## config.mk

```make
export PLATFORM = sky130hd
export DESIGN_NAME = onehot_index_decoder
export DESIGN_NICKNAME = d
export VERILOG_FILES = /design/src/rtl/onehot_index_decoder.sv
export SDC_FILE = /design/constraint.sdc
export NUM_CORES = 1
export LEC_CHECK = 0
export ABC_AREA = 0
export BUFFER_PORTS_ARGS = -buffer_cell sky130_fd_sc_hd__buf_4
export CORE_UTILIZATION = 47
export DETAILED_ROUTE_END_ITERATION = 6
export PLACE_DENSITY_LB_ADDON = 0.05
export SYNTH_ARGS = -nofsm -noshare
export SYNTH_HDL_FRONTEND = slang
export SYNTH_SLANG_ARGS = --single-unit
export TNS_END_PERCENT = 1
```

## constraint.sdc

```tcl
create_clock -name clk -period 1.4 [get_ports clk]
set_input_delay 0.21 -clock clk [delete_from_list [all_inputs] [get_ports clk]]
set_output_delay 0.21 -clock clk [all_outputs]
set_load 0.05 [all_outputs]
```

## src/rtl/onehot_index_decoder.sv

```systemverilog
// onehot_index_decoder: turns encoded indices (plus a "no request" flag) back
// into timed one-hot strobes. Words arrive through a valid/ready handshake
// into a 2-entry FIFO. An IDLE/DRIVE/GAP FSM then drives each strobe for HOLD
// cycles and follows it with GAP forced idle cycles.
module onehot_index_decoder #(
    parameter int IDX_W = 2,
    parameter int HOLD  = 1,
    parameter int GAP   = 0
) (
    input  logic                  clk,
    input  logic                  rst,
    input  logic                  in_valid,
    output logic                  in_ready,
    input  logic [IDX_W-1:0]      in_idx,
    input  logic                  in_none,
    output logic [2**IDX_W-1:0]   out_onehot,
    output logic                  out_valid,
    output logic                  busy,
    output logic [7:0]            pulse_count
);

    localparam int OUT_W    = 2**IDX_W;
    // A HOLD of 0 would give an empty window; run it as a 1-cycle window.
    localparam int HOLD_EFF = (HOLD < 1) ? 1 : HOLD;
    localparam int CNT_MAX  = (HOLD_EFF > GAP) ? HOLD_EFF : GAP;
    // hcnt only counts down from CNT_MAX-1, so $clog2(CNT_MAX) bits suffice.
    localparam int CNT_W    = (CNT_MAX < 2) ? 1 : $clog2(CNT_MAX);
    localparam logic [CNT_W-1:0] HOLD_LOAD = CNT_W'(HOLD_EFF - 1);
    localparam logic [CNT_W-1:0] GAP_LOAD  = CNT_W'((GAP > 0) ? GAP - 1 : 0);

    typedef enum logic [1:0] {
        S_IDLE  = 2'd0,
        S_DRIVE = 2'd1,
        S_GAP   = 2'd2
    } state_t;

    // ---------------------------------------------------------------
    // 2-entry FIFO of {none, idx} words
    // ---------------------------------------------------------------
    logic [IDX_W:0] mem_reg [2];
    logic           wr_ptr_reg;
    logic           rd_ptr_reg;
    logic [1:0]     count_reg;
    logic           push;
    logic           pop;
    logic           fifo_empty;
    logic [IDX_W:0] head;
    logic           head_none;
    logic [IDX_W-1:0] head_idx;
    logic [OUT_W-1:0] head_onehot;

    // Ready comes only from the registered count, so a full FIFO does not
    // accept a word even in a cycle where it pops one.
    assign in_ready   = !rst && (count_reg < 2'd2);
    assign push       = in_valid && in_ready;
    assign fifo_empty = (count_reg == 2'd0);
    assign head       = mem_reg[rd_ptr_reg];
    assign head_none  = head[IDX_W];
    assign head_idx   = head[IDX_W-1:0];

    // FIFO storage write; the contents need no reset because count guards them.
    always_ff @(posedge clk) begin
        if (push) begin
            mem_reg[wr_ptr_reg] <= {in_none, in_idx};
        end
    end

    // FIFO pointers and occupancy.
    always_ff @(posedge clk) begin
        if (rst) begin
            wr_ptr_reg <= 1'b0;
            rd_ptr_reg <= 1'b0;
            count_reg  <= 2'd0;
        end else begin
            if (push) begin
                wr_ptr_reg <= ~wr_ptr_reg;
            end
            if (pop) begin
                rd_ptr_reg <= ~rd_ptr_reg;
            end
            case ({push, pop})
                2'b10:   count_reg <= count_reg + 2'd1;
                2'b01:   count_reg <= count_reg - 2'd1;
                default: count_reg <= count_reg;
            endcase
        end
    end

    // One decoder line per output bit; a "none" word lights no line.
    for (genvar gi = 0; gi < OUT_W; gi++) begin : g_decode
        assign head_onehot[gi] = !head_none && (head_idx == IDX_W'(gi));
    end

    // ---------------------------------------------------------------
    // Strobe timing FSM
    // ---------------------------------------------------------------
    state_t            state_reg, state_next;
    logic [CNT_W-1:0]  hcnt_reg, hcnt_next;
    logic [OUT_W-1:0]  onehot_reg, onehot_next;
    logic              valid_reg, valid_next;
    logic [7:0]        pc_reg, pc_next;

    // State, counter and registered outputs.
    always_ff @(posedge clk) begin
        if (rst) begin
            state_reg  <= S_IDLE;
            hcnt_reg   <= '0;
            onehot_reg <= '0;
            valid_reg  <= 1'b0;
            pc_reg     <= 8'd0;
        end else begin
            state_reg  <= state_next;
            hcnt_reg   <= hcnt_next;
            onehot_reg <= onehot_next;
            valid_reg  <= valid_next;
            pc_reg     <= pc_next;
        end
    end

    // Next-state logic: start, hold, end and gap of each strobe window.
    always_comb begin
        state_next  = state_reg;
        hcnt_next   = hcnt_reg;
        onehot_next = onehot_reg;
        valid_next  = valid_reg;
        pc_next     = pc_reg;
        pop         = 1'b0;
        case (state_reg)
            S_IDLE: begin
                onehot_next = '0;
                valid_next  = 1'b0;
                if (!fifo_empty) begin
                    pop         = 1'b1;
                    onehot_next = head_onehot;
                    valid_next  = 1'b1;
                    hcnt_next   = HOLD_LOAD;
                    state_next  = S_DRIVE;
                end
            end
            S_DRIVE: begin
                if (hcnt_reg != '0) begin
                    hcnt_next = hcnt_reg - CNT_W'(1);
                end else begin
                    // Window complete.
                    pc_next = pc_reg + 8'd1;
                    if (GAP > 0) begin
                        onehot_next = '0;
                        valid_next  = 1'b0;
                        hcnt_next   = GAP_LOAD;
                        state_next  = S_GAP;
                    end else if (!fifo_empty) begin
                        // Back-to-back window: out_valid never drops.
                        pop         = 1'b1;
                        onehot_next = head_onehot;
                        hcnt_next   = HOLD_LOAD;
                    end else begin
                        onehot_next = '0;
                        valid_next  = 1'b0;
                        state_next  = S_IDLE;
                    end
                end
            end
            S_GAP: begin
                onehot_next = '0;
                valid_next  = 1'b0;
                if (hcnt_reg != '0) begin
                    hcnt_next = hcnt_reg - CNT_W'(1);
                end else if (!fifo_empty) begin
                    pop         = 1'b1;
                    onehot_next = head_onehot;
                    valid_next  = 1'b1;
                    hcnt_next   = HOLD_LOAD;
                    state_next  = S_DRIVE;
                end else begin
                    state_next = S_IDLE;
                end
            end
            default: begin
                onehot_next = '0;
                valid_next  = 1'b0;
                state_next  = S_IDLE;
            end
        endcase
    end

    assign out_onehot  = onehot_reg;
    assign out_valid   = valid_reg;
    assign pulse_count = pc_reg;
    assign busy        = (state_reg != S_IDLE) || !fifo_empty;

endmodule
```

# [Word-level counts from Yosys, hierarchy flattened]
# Memories as Yosys holds them, arrays and structs flattened. A register that Yosys moved wholly into a read port is not among the register bits.
# Cells that the tools add are included.
[totals] reg_bits=20 mem_bits_rw=6 inputBits=6 output_inout_bits=15 word_cells=73 n_memories=1
[mem_list] memory="mem_reg" words=2 width=3 read_ports=1 rd_ports_with_merged_regs=1 wr=1 line_no="40" source="logic [IDX_W:0] mem_reg [2];"
[classes] add_sub_neg=4 magnitude_cmp=1 n_eq_ne=11 mux=24 bitwise_logic=3 reduce_logical=21
[ops] operator="4-bit two-way mux" n=3
[ops] operator="4-bit case mux with 3 select lines" n=1
[ops] operator="1-bit two-way mux" n=11
[ops] operator="8-bit by 1-bit adder with 8-bit output (second input constant)" n=1
[ops] operator="2-bit equality test (second input constant)" n=4
[ops] operator="2-bit two-way mux" n=4
[ops] operator="2-bit inequality test (second input constant)" n=4
[ops] operator="2-bit by 1-bit equality test with 1-bit output (second input constant)" n=3
[ops] operator="1-bit logical AND" n=6
[ops] operator="2-bit logical NOT" n=3
[ops] operator="2-bit case mux with 3 select lines" n=1
[ops] operator="2-bit AND reduction" n=3
[ops] operator="2-bit nonzero test" n=3
[ops] operator="1-bit case mux with 2 select lines" n=2
[ops] operator="2-bit case mux with 2 select lines" n=1
[ops] operator="4-bit AND reduction" n=1
[ops] operator="1-bit logical NOT" n=3
[ops] operator="1-bit inverter" n=3
[ops] operator="1-bit case mux with 3 select lines" n=1
[ops] operator="2-bit by 1-bit adder with 2-bit output (second input constant)" n=1
[ops] operator="2-bit < comparator (second input constant)" n=1
[ops] operator="2-bit OR reduction" n=1
[ops] operator="2-bit by 1-bit subtractor with 2-bit output (second input constant)" n=1
[ops] operator="1-bit logical OR" n=1
[ops] operator="1-bit subtractor (second input constant)" n=1

# [Logic depth before layout (Yosys ltp)]
# Gate-level depths: netlist of run 1.
[depth] depth_word=6 mapped_depth=6 ltp_nobuf=6

# [Worst setup path before layout of run 1]
# OpenSTA, ideal clock, no wires.
[synth_timing] kind="register -> register" from="register pc_reg[0], in the netlist pulse_count[0]" to="register pc_reg[6], in the netlist pulse_count[6]" setup_ns=0.070 arrival_ns=1.471 t_required_ns=1.330 path_slack_ns=-0.141 stages_incl_launch_ff=5 n_path_buf=0 synth_period_minus_slack_ns=1.541 cell_sequence="dfxtp_1 -> ha_1 -> nand3_1 -> or3_1 -> a21oi_1"
[synth_between] elab_chain_cells=1
[synth_rtl] element="start: declaration" line_no="101" source="logic [7:0] pc_reg, pc_next;"
[synth_rtl] element="start signal: assignment" line_no="116" source="pc_reg <= pc_next;"
[synth_rtl] element="8-bit by 1-bit adder with 8-bit output" line_no="145" source="pc_next = pc_reg + 8'd1;"
# Every way passes these cells.
# A chain may end at the register's enable or synchronous reset.

# [Worst setup path in the final report of run 1]
[layout_timing] from="register count_reg[1]" to="register count_reg[1]"
[layout_between] elab_chain_cells=6 elab_cells_between_ends=13 cone_classes="add/sub: 2; order compare: 1; eq/ne: 2; mux: 4; reduce/logical: 4"
[layout_rtl] element="start: declaration" line_no="43" source="logic [1:0] count_reg;"
[layout_rtl] element="start signal: assignment" line_no="82" source="2'b10: count_reg <= count_reg + 2'd1;"
[layout_rtl] element="start signal: assignment" line_no="83" source="2'b01: count_reg <= count_reg - 2'd1;"
[layout_rtl] element="start signal: assignment" line_no="84" source="default: count_reg <= count_reg;"
[layout_rtl] element="2-bit logical NOT" line_no="56" source="assign fifo_empty = (count_reg == 2'd0);"
[layout_rtl] element="1-bit two-way mux" line_no="132, 151, 168"
[layout_rtl] element="1-bit two-way mux" line_no="166" source="if (hcnt_reg != '0) begin"
[layout_rtl] element="1-bit case mux with 2 select lines" line_no="128" source="case (state_reg)"
[layout_rtl] element="2-bit by 1-bit equality test with 1-bit output / 2-bit equality test (equally long branches)" line_no="81" source="case ({push, pop})"
[layout_rtl] element="2-bit case mux with 2 select lines / 2-bit nonzero test (equally long branches)"
# Several ways; a longest one is shown, not always the timed one.

==> results of run 1 <==
metal layers:
layer  vias up  global-route usage, %
li1        407                      -
met1       351                   17.4
met2        18                   28.3
met3         2                   2.80
met4         0                   10.3
met5         -                      0
Yosys cell counts:
library cell / count / area, um^2
nand3_1: 3 / 15.0
a32oi_1: 1 / 8.76
nor3_1: 1 / 5.00
nand4_2: 1 / 12.5
nand3b_1: 1 / 7.51
mux2i_1: 2 / 20.0
inv_1: 6 / 22.5
nor2_1: 20 / 75.1
a21oi_2: 1 / 8.76
nand4_1: 2 / 12.5
xor2_1: 5 / 43.8
xnor2_1: 4 / 35.0
mux2_4: 1 / 15.0
ha_1: 5 / 62.6
nand2_1: 3 / 11.3
dfxtp_1: 19 / 380
nor2b_1: 1 / 6.26
buf_6: 1 / 11.3
nand2b_1: 1 / 6.26
or3_4: 1 / 11.3
o32a_1: 1 / 10.0
clkbuf_1: 2 / 7.51
buf_2: 1 / 5.00
o21ai_0: 4 / 20.0
edfxtp_1: 6 / 180
a21oi_1: 5 / 25.0
or3_1: 4 / 25.0
worst max-delay path, cell delays in order, from the launching register on:
cell and delay, ps:
dfxtp_4 400, nor2b_4 110, nand2b_1 90, ha_1 300, or3_1 370, a21oi_2 120
path summary, 6_finish.rpt:
check,endpoint,cells after the start
max,count_reg[1]$_SDFFE_PP0P_,5
min,mem_reg[1][1]$_DFFE_PP_,1
max reg2reg,count_reg[1]$_SDFFE_PP0P_,5
min reg2reg,pulse_count[7]$_SDFFE_PP0P_,2
final cells by class:
cell class,instances,share of cell area [%]
Clock buffer,3,1.62
Clock inverter,1,0.631
Inverter,6,1.62
Multi-Input combinational cell,67,34.1
Sequential cell,25,41.2
Tap cell,27,2.43
Timing Repair Buffer,32,18.4
metrics by stage:
step	total power, mW	setup TNS [ps]	setup WS (ps)	hold WS, ps
6_report	2.52	-83.7	-43.6	53.2
5_1_grt	2.68	-203	-99.7	24.4
4_1_cts	2.50	-95.2	-51.0	40.7
3_5_place_dp	1.98	-129	-129	397
3_3_place_gp	1.95	-0.170	-0.170	396
2_1_floorplan	1.66	-255	-103	309
power breakdown:
group / internal (mW) / switching, mW / total, mW / leakage, nW
Combinational: 0.580 / 0.608 / 1.19 / 0.360
Clock: 0.116 / 0.230 / 0.346 / 0.0183
Sequential: 0.874 / 0.115 / 0.989 / 0.212
Total: 1.57 / 0.954 / 2.52 / 0.590
repair_timing:
| action | CTS | global route |
|---|---|---|
| pin swaps | 4 | 1 |
| resized for setup | 13 | 7 |
| endpoints found under the setup margin | 2 | 6 |
| endpoints found under the hold margin | 0 | 0 |
| setup buffers | 3 | 0 |
logic make-up after synthesis:
logic type | Yosys count | share of synthesized area, %
muxes | 3 | 3.36
DFF | 25 | 53.7
adders and majority gates | 5 | 6.00
and+or+nand+nor | 38 | 18.0
AOI/OAI and AO/OA | 12 | 6.95
buffers and inverters | 10 | 4.44
xor gates and xnor gates | 9 | 7.55
==> key figures, run 1 <==
Timing
  • Clock Skew: about 11 ps
  • Min Tclk post-route: roughly 1400 ps
  • F_max: ~690 MHz
  • Final Max Tran Viols: 0
  • Worst slew pin tran: 241 ps
  • Final worst setup slack: -43.6 ps
  • Relative slew slack: 83.9%
  • Tcrit/Tclk final: 103%
  • Final hold violation count: 0
  • RSZ-0062 raised after global routing: yes
  • Endpoints failing setup: 2

Floorplanning
  • IO Pins: 21
  • Die Wd: slightly below 50 um
  • Total core area: between 2000 and 2500 um^2
  • Die area: 2410 um^2
  • FP Rows: 16
  • Starting Density: roughly half
  • Die Y: approximately 49 um

Clocking
  • Clock buffer depth: 2
  • CTS tree: yes
  • CTS root buffer: clkbuf_4
  • Worst-path clk slew: roughly 150 ps
  • Max H-tree Level: 1
  • TritonCTS Buffers: 3
  • Skew-Pair Late Insertion Delay: around 330 ps
  • CTS sink cnt: 25
  • CTS Hold Bufs: 0

Drt
  • Met1 Wirelength: just over 800 um
  • WL met2: between 800 and 900 um
  • Via count: slightly below 800
  • Wire length per cell: around 11 um
  • DR WL met3: around 62 um
  • Detailed Route Iter0 Violations: 7
  • DRC viols: 0
  • Top Metal Used: met4
  • Vias/cell: between 4 and 5
  • Pre-antenna DRT Iters: 4
  • Remaining antenna violation count after routing: 0
  • Post-Route WL: between 1500 and 2000 um

Worst setup path
  • Crit path launch type: flop
  • CP Capture Type: flop
  • Setup slack, reg-to-reg: -40 ps
  • Arr. time, crit path: roughly 1700 ps
  • CP required: between 1500 and 2000 ps
  • Reg2reg start: count_reg[1]$_SDFFE_PP0P_
  • Setup CP Type: flop to flop
  • CP startpoint: count_reg[1]$_SDFFE_PP0P_
  • Critical Path Fanout Max: 4

Placed design
  • IO buf count: 20
  • Post-DP HPWL: 1230 um
  • Placed inst area: approximately 1300 um^2
  • Gpl congestion: between 0.7 and 0.8
  • Placed Instances: approximately 150

Yosys
  • Mapped Area: approximately 1000 um^2
  • Syn Nets: about 110
  • Gate count after technology mapping: about 100
  • #FFs+latches synth: 25
  • Syn Area/Cell: around 10 um^2
  • Synth warn: 0
  • Yosys cell types: 27
  • Sequential area share after synthesis: a little over half

Job
  • Maxcap violations: 0

Power and ir drop
  • PD cells: between 1500 and 2000 nW/um^2
  • Maximum vdd drop: 1530 uV
  • Lkg Pwr: about 0.59 nW

Cells and area
  • Layout area overhead: 33.0%
  • Max FFs per register: 8
  • Layout filler cell count: about 170
  • Nets@finish: around 150
  • Area of the multi-input gates: between 400 and 500 um^2
  • Most frequent cells in the layout: 29 x buf_4, 17 x nor2_1, 14 x dfxtp_1, 6 x edfxtp_1
  • Post-layout instance area: 1390 um^2
  • Commonest non-fill, non-tap cell in the layout: buf_4
  • Final std cells w/o fill: 161
  • Register Area: 572 um^2
  • Share of cells above drive strength 1: about two fifths
  • Final core utilization: 68.6%
  • Antenna diodes: 0

Outcome
  • Outcome: complete, but fails checks
  • Failing checks: negative setup slack

Global route
  • Congestion Overflow GR: 0
  • Global-route wire length before repair: 2910 um
  • Largest net degree at the start of global routing: 18
  • Vias in the first global route: 748
  • GRT Overall Usage: roughly 16%
  • Initial antenna violation count: 0

Worst hold path
  • Worst hold path class: input port to flop
  • Worst Hold Launch: in_idx[1]
(Power assumes the default switching activity.)
==> run 2: changes to the inputs <==
--- a/config.mk
+++ b/config.mk
@@ -9,6 +9,7 @@
 export BUFFER_PORTS_ARGS = -buffer_cell sky130_fd_sc_hd__buf_4
 export CORE_UTILIZATION = 47
 export DETAILED_ROUTE_END_ITERATION = 6
+export GPL_TIMING_DRIVEN = 0
 export PLACE_DENSITY_LB_ADDON = 0.05
 export SYNTH_ARGS = -nofsm -noshare
 export SYNTH_HDL_FRONTEND = slang
==> constraint.sdc (replaced) <==
create_clock -name clk -period 1.2 [get_ports clk]
set_input_delay 0.18 -clock clk [delete_from_list [all_inputs] [get_ports clk]]
set_output_delay 0.18 -clock clk [all_outputs]
set_load 0.05 [all_outputs]
==> run 2 against run 1 <==
Effect of this change: the flow still finishes with violations (negative setup slack); critical path depth stayed put; clock skew decreased by 6.8 ps; routed wire length grew 11%; worst hold slack lost 14 ps; core utilization up 1.2 points; fmax up 3.7%; critical path type unchanged; critical endpoint unchanged; largest power group unchanged.
==> key figures, run 2 (synthesis gave the netlist of run 1 again) <==
Worst hold path
  • Worst hold path depth: 1 (unchanged)
  • Worst hold path class: input port to flop
  • Worst Hold End: mem_reg[1][0]$_DFFE_PP_
  • Worst Hold Launch: in_idx[0]

Clocking
  • CTS tree: yes
  • TritonCTS Buffers: 3 (unchanged)
  • CTS root buffer: clkbuf_4
  • Max H-tree Level: 1 (unchanged)
  • Skew-Pair Late Insertion Delay: 320 ps (about the same)
  • CTS sink cnt: 25 (unchanged)
  • Worst-path clk slew: 140 ps (about the same)
  • Clock buffer depth: 2 (unchanged)

Timing
  • Final Max Tran Viols: 0 (unchanged)
  • Endpoints failing setup: 10 (+8)
  • Final worst setup slack: -192 ps (-149 ps)
  • Relative slew slack: 71.2% (-13 points)
  • Final hold slack: 39.7 ps (-13.5 ps)
  • Total negative setup slack: -799 ps (-716 ps)
  • RSZ-0062 raised after global routing: yes
  • Worst slew pin tran: 433 ps (+191 ps)
  • Min Tclk post-route: 1390 ps (-51.2 ps)
  • F_max: 718 MHz (+3.7%)
  • Clock Skew: 4.43 ps (-6.76 ps)
  • Tcrit/Tclk final: 116% (+13 points)
  • Final hold violation count: 0 (unchanged)

Cells and area
  • Commonest non-fill, non-tap cell in the layout: buf_4
  • Most frequent cells in the layout: 22 x buf_4, 13 x nor2_1, 10 x dfxtp_1, 7 x dfxtp_2, 6 x edfxtp_1
  • Nets@finish: 143 (-2.1%)
  • Share of cells above drive strength 1: 45.8% (+7.0 points)
  • Max FFs per register: 8 (unchanged)
  • Antenna diodes: 0 (unchanged)
  • Layout area overhead: 35.3%
  • Post-layout instance area: 1410 um^2 (+1.7%)

Global route
  • Vias in the first global route: 772 (+3.2%)
  • GRT Overall Usage: 18.0% (+2.0 points)
  • Congestion Overflow GR: 0 (unchanged)
  • Met2 Use GR: 29.0% (+0.68 points)
  • Met1 GRT Util: 23.3% (+5.9 points)
  • Global-route wire length before repair: 3310 um (+14%)
  • Most Used Layer, Global Route: met2
  • Largest net degree at the start of global routing: 15 (-3)
  • Initial antenna violation count: 0 (unchanged)
  • GRT met3 Usage: 2.80% (unchanged)

Floorplanning
  • FP Rows: 16 (unchanged)
  • IO Pins: 21 (unchanged)
  • Starting Density: 51.6% (unchanged)
  • Die Wd: 49.1 um (unchanged)
  • Die Y: 49.1 um (unchanged)
  • Die area: 2410 um^2 (unchanged)
  • Total core area: 2020 um^2 (unchanged)

Worst setup path
  • Setup slack, reg-to-reg: -190 ps (-150 ps)
  • Setup CP Type: flop to flop
  • CP required: 1450 ps (-220 ps)
  • Critical Path Fanout Max: 3 (-1)
  • R2R depth: 5 (unchanged)
  • R2r endpoint: count_reg[1]$_SDFFE_PP0P_
  • Reg2reg start: count_reg[1]$_SDFFE_PP0P_
  • Arr. time, crit path: 1650 ps (-70 ps)
  • Crit path launch type: flop
  • CP Capture Type: flop

Placed design
  • Gpl congestion: 0.740 (-0.39%)
  • IO buf count: 19 (-5.0%)
  • Post-DP HPWL: 1300 um (+5.7%)
  • Placed inst area: 1260 um^2 (-1.3%)

Power and ir drop
  • Pint: 1.76 mW (+12%)
  • Total power: 2.88 mW (+14%)
  • Maximum vdd drop: 1590 uV (+3.8%)
  • Combinational Power Share: 46.6% (-0.5 points)
  • Switching share of power: 38.8% (+1.1 points)
  • P_sw: 1.12 mW (+17%)
  • Clock share of power: 13.1% (-0.6 points)
  • Lkg Pwr: 0.573 nW (-2.9%)
  • PD cells: 2040 nW/um^2 (+12%)
  • Sequential power share: 40.3% (+1.1 points)

Drt
  • Post-Route WL: 1930 um (+11%)
  • Vias/cell: 5.06 (+4.6%)
  • Pre-antenna DRT Iters: 4 (unchanged)
  • Wire length per cell: 12.2 um (+13%)
  • Via count: 799 (+2.7%)
  • Remaining antenna violation count after routing: 0 (unchanged)
  • Detailed Route Iter0 Violations: 10 (+3)
  • DRC viols: 0 (unchanged)

Job
  • Maxcap violations: 0 (unchanged)

Outcome
  • Failing checks: negative setup slack
  • Outcome: complete, but fails checks
run 2: cell types whose count changed in the layout (fill, tap and decap cells not counted), moves of 3 or more:
cell     delta
dfxtp_2     +4
buf_4       -7
buf_6       +3
nor2_1      -4
dfxtp_1     -4
run 2: final cells by class:
| cell class | instances | area, um^2 |
|---|---|---|
| Clock buffer | 3 | 22.5 |
| Sequential cell | 25 | 577 |
| Buffer | 4 | 31.3 |
| Clock inverter | 1 | 5.00 |
| Timing Repair Buffer | 25 | 199 |
| Tap cell | 27 | 33.8 |
| Multi-Input combinational cell | 67 | 520 |
| Inverter | 6 | 22.5 |
| Fill cell | 166 | 611 |
run 2: critical path, cell delays in order, from the launching register on:
cell and delay (ps):
dfxtp_4 390, nor2b_4 150, nand2b_4 80, ha_4 220, or3_1 370, a21oi_1 120
run 2: stage by stage:
stage | utilization, % | worst slack (ps) | instances
6_report | 69.8 | -192 | 158
5_1_grt | 69.8 | -234 | 158
4_1_cts | 67.1 | -187 | 156
3_5_place_dp | 62.2 | -391 | 148
3_3_place_gp | 62.2 | -359 | 148
2_1_floorplan | - | -181 | 102
run 2: per-layer routing:
| metal | vias to the layer above | share of wire [%] | wire, um |
|---|---|---|---|
| li1 | 401 | - | - |
| met4 | 0 | 1.5 | 29 |
| met3 | 4 | 4.0 | 77 |
| met1 | 373 | 45 | 875 |
| met2 | 21 | 49 | 951 |
| met5 | - | 0 | 0 |
run 2: power by group through the flow:
stage                     sequential [mW]  combinational, mW  clock [mW]
after floorplan                      1.25              0.771           0
after global placement               1.14               1.08           0
after detailed placement             1.15               1.11           0
after CTS                            1.14               1.27       0.385
after global routing                 1.18               1.47       0.413
final                                1.16               1.34       0.377
run 2: timing repair:
action,4_1_cts,5_1_grt
buffers inserted,4,2
setup endpoints to repair,18,16
pin swaps,7,1
resized for setup,14,12
hold buffers,0,0
run 2: worst max path at each step:
stage / slack, ps / end / startpoint
3_5_place_dp: -390 / count_reg[1]$_SDFFE_PP0P_ / rst
6_report: -190 / count_reg[1]$_SDFFE_PP0P_ / count_reg[1]$_SDFFE_PP0P_
2_1_floorplan: -180 / pulse_count[6]$_SDFFE_PP0P_ / pulse_count[3]$_SDFFE_PP0P_
5_1_grt: -230 / count_reg[1]$_SDFFE_PP0P_ / count_reg[1]$_SDFFE_PP0P_
4_1_cts: -190 / count_reg[1]$_SDFFE_PP0P_ / count_reg[1]$_SDFFE_PP0P_
3_3_place_gp: -360 / count_reg[1]$_SDFFE_PP0P_ / rst
==> run 3: changes to the inputs <==
--- a/config.mk
+++ b/config.mk
@@ -7,7 +7,7 @@
 export LEC_CHECK = 0
 export ABC_AREA = 0
 export BUFFER_PORTS_ARGS = -buffer_cell sky130_fd_sc_hd__buf_4
-export CORE_UTILIZATION = 47
+export CORE_UTILIZATION = 52
 export DETAILED_ROUTE_END_ITERATION = 6
 export GPL_TIMING_DRIVEN = 0
 export PLACE_DENSITY_LB_ADDON = 0.05
==> constraint.sdc (replaced) <==
create_clock -name clk -period 1.5 [get_ports clk]
set_input_delay 0.225 -clock clk [delete_from_list [all_inputs] [get_ports clk]]
set_output_delay 0.225 -clock clk [all_outputs]
set_load 0.05 [all_outputs]
==> run 3 against run 2 <==
Effect of this change: the run now ends clean; clock skew shrank 1.8 ps; clock-buffer cell count grew 1; register-to-register slack gained 260 ps; sequential share of layout area grew 2.4 points; critical path depth is the same; flip-flop and latch count is the same; highest routed layer is now met3.
==> key figures, run 3 (synthesis gave the netlist of run 1 again) <==
Outcome
  • Outcome: complete, no violations

Clocking
  • Max H-tree Level: 1 (unchanged)
  • Clock buffer depth: 2 (unchanged)
  • CTS root buffer: clkbuf_4
  • TritonCTS Buffers: 3 (unchanged)
  • CTS tree: yes
  • Skew-Pair Late Insertion Delay: 300 ps (-20 ps)
  • Worst-path clk slew: 130 ps (about the same)
  • CTS sink cnt: 25 (unchanged)

Worst hold path
  • Worst hold path depth: 1 (unchanged)
  • Worst hold path class: input port to flop

Placed design
  • Post-DP HPWL: 1230 um (-5.5%)
  • Placed Instances: 146 (-1.4%)
  • Gpl congestion: 0.739 (-0.12%)
  • IO buf count: 19 (unchanged)
  • Placed inst area: 1220 um^2 (-3.0%)

Worst setup path
  • Critical Path Fanout Max: 8 (+5)
  • CP Capture Type: primary output
  • Setup CP Type: flop to primary output
  • Buf/Inv on CP: 4 (+4)
  • Arr. time, crit path: 1210 ps (-440 ps)
  • Crit path launch type: flop
  • Worst path max stage delay: 360 ps (-30 ps)
  • CP delay by family, top: buffers and inverters
  • Slowest cell on crit path: dfxtp_2
  • Critical-path cell list: buf_6 > inv_2 > ha_2 > inv_2 > buf_6
  • Stages on worst setup path: 5 (unchanged)
  • R2R depth: 5 (unchanged)
  • CP required: 1270 ps (-180 ps)

Power and ir drop
  • Maximum vdd drop: 1060 uV (-33%)
  • Switching share of power: 38.5% (-0.30 points)
  • Clock share of power: 13.4% (+0.3 points)
  • Sequential power share: 41.2% (+0.9 points)
  • PD cells: 1670 nW/um^2 (-18%)
  • P_sw: 0.847 mW (-24%)
  • Lkg Pwr: 0.548 nW (-4.3%)
  • Pint: 1.35 mW (-23%)
  • Combinational Power Share: 45.4% (-1.2 points)
  • Total power: 2.20 mW (-24%)

Drt
  • Wire length per cell: 11.9 um (-2.5%)
  • Remaining antenna violation count after routing: 0 (unchanged)
  • Vias/cell: 5.04 (-0.35%)
  • Pre-antenna DRT Iters: 4 (unchanged)
  • Detailed Route Iter0 Violations: 24 (+14)
  • DRC viols: 0 (unchanged)
  • Via count: 766 (-4.1%)
  • Post-Route WL: 1810 um (-6.2%)

Global route
  • Largest net degree at the start of global routing: 14 (-1)
  • Vias in the first global route: 683 (-12%)
  • Congestion Overflow GR: 0 (unchanged)
  • GRT Overall Usage: 18.6% (+0.59 points)
  • Initial antenna violation count: 0 (unchanged)
  • Global-route wire length before repair: 2880 um (-13%)

Timing
  • Worst slew pin tran: 424 ps (-8.28 ps)
  • Final hold violation count: 0 (unchanged)
  • RSZ-0062 raised after global routing: yes
  • Min Tclk post-route: 1430 ps
  • Relative slew slack: 71.7% (+0.55 points)
  • Tcrit/Tclk final: roughly 96%
  • F_max: approximately 700 MHz
  • Clock Skew: 2.67 ps (-1.76 ps)
  • Endpoints failing setup: 0 (-10)
  • Final Max Tran Viols: 0 (unchanged)

Job
  • Maxcap violations: 0 (unchanged)

Cells and area
  • Share of cells above drive strength 1: 34.6% (-11 points)
  • Nets@finish: 139 (-2.8%)
  • Final std cells w/o fill: 152 (-3.8%)
  • Post-layout instance area: 1320 um^2 (-6.7%)
  • Most frequent cells in the layout: 20 x buf_4, 19 x nor2_1, 14 x dfxtp_1, 6 x edfxtp_1
  • Max FFs per register: 8 (unchanged)
  • Antenna diodes: 0 (unchanged)
  • Final core utilization: 73.1% (+3.3 points)
  • Layout area overhead: 26.1%
  • Commonest non-fill, non-tap cell in the layout: buf_4

Floorplanning
  • Die area: 2190 um^2 (-9.2%)
  • IO Pins: 21 (unchanged)
  • Total core area: 1800 um^2 (-11%)
  • Die Wd: 46.8 um (-4.7%)
  • Die Y: 46.8 um (-4.7%)
  • FP Rows: 15 (-1)
  • Starting Density: 57.9% (+6.3 points)
## run 3: cell types whose count changed in the layout (fill, tap and decap cells not counted), sizes merged
cell / previous run / this run
buf: 27 / 23
clkbuf: 5 / 6
clkinv: 1 / 0
## run 3: what timing repair did
action,4_1_cts,5_1_grt
setup endpoints to repair,2,3
pin swaps,2,0
hold buffers,0,0
resized for setup,12,7
setup buffers,1,1
## run 3: final cells by class
type                    count  area (um^2)
flip-flops and latches     25          569
fillers                   142          485
multi-input cells          67          474
repair buffers             21          161
plain buffers               4         31.3
well taps                  25         31.3
clock buffers               4         26.3
inverters                   6         22.5
## run 3: final timing paths
kind	to	from	slack [ps]
worst max register to register	count_reg[1]$_SDFFE_PP0P_	count_reg[1]$_SDFFE_PP0P_	70
worst max-delay path	busy	state_reg[0]$_SDFFE_PP0P_	70
worst min register to register	pulse_count[7]$_SDFFE_PP0P_	pulse_count[7]$_SDFFE_PP0P_	500
worst min-delay path	mem_reg[0][0]$_DFFE_PP_	in_idx[0]	90
## run 3: power groups by stage
stage | Sequential [mW] | Clock [mW] | Combinational, mW
after floorplan | 0.981 | 0 | 0.570
after global placement | 0.888 | 0 | 0.815
after detailed placement | 0.894 | 0 | 0.852
after CTS | 0.901 | 0.292 | 0.958
after global routing | 0.921 | 0.321 | 1.10
final | 0.906 | 0.294 | 0.997
## run 3: through the flow
step	hold slack [ps]	TNS, ps	setup WS, ps
2_1_floorplan	324	-2.97	-2.97
3_3_place_gp	409	-153	-153
3_5_place_dp	412	-198	-198
4_1_cts	92.7	0	9.56
5_1_grt	75.9	-1.24	-1.24
6_report	90.0	0	65.4
## run 3: metal layers
layer	track usage [%]	up-vias	part of all wire, %
met5	0	-	0
met4	6.86	0	0
met3	2.31	0	3.0
met2	30.8	17	48
met1	24.9	354	49
li1	-	395	-
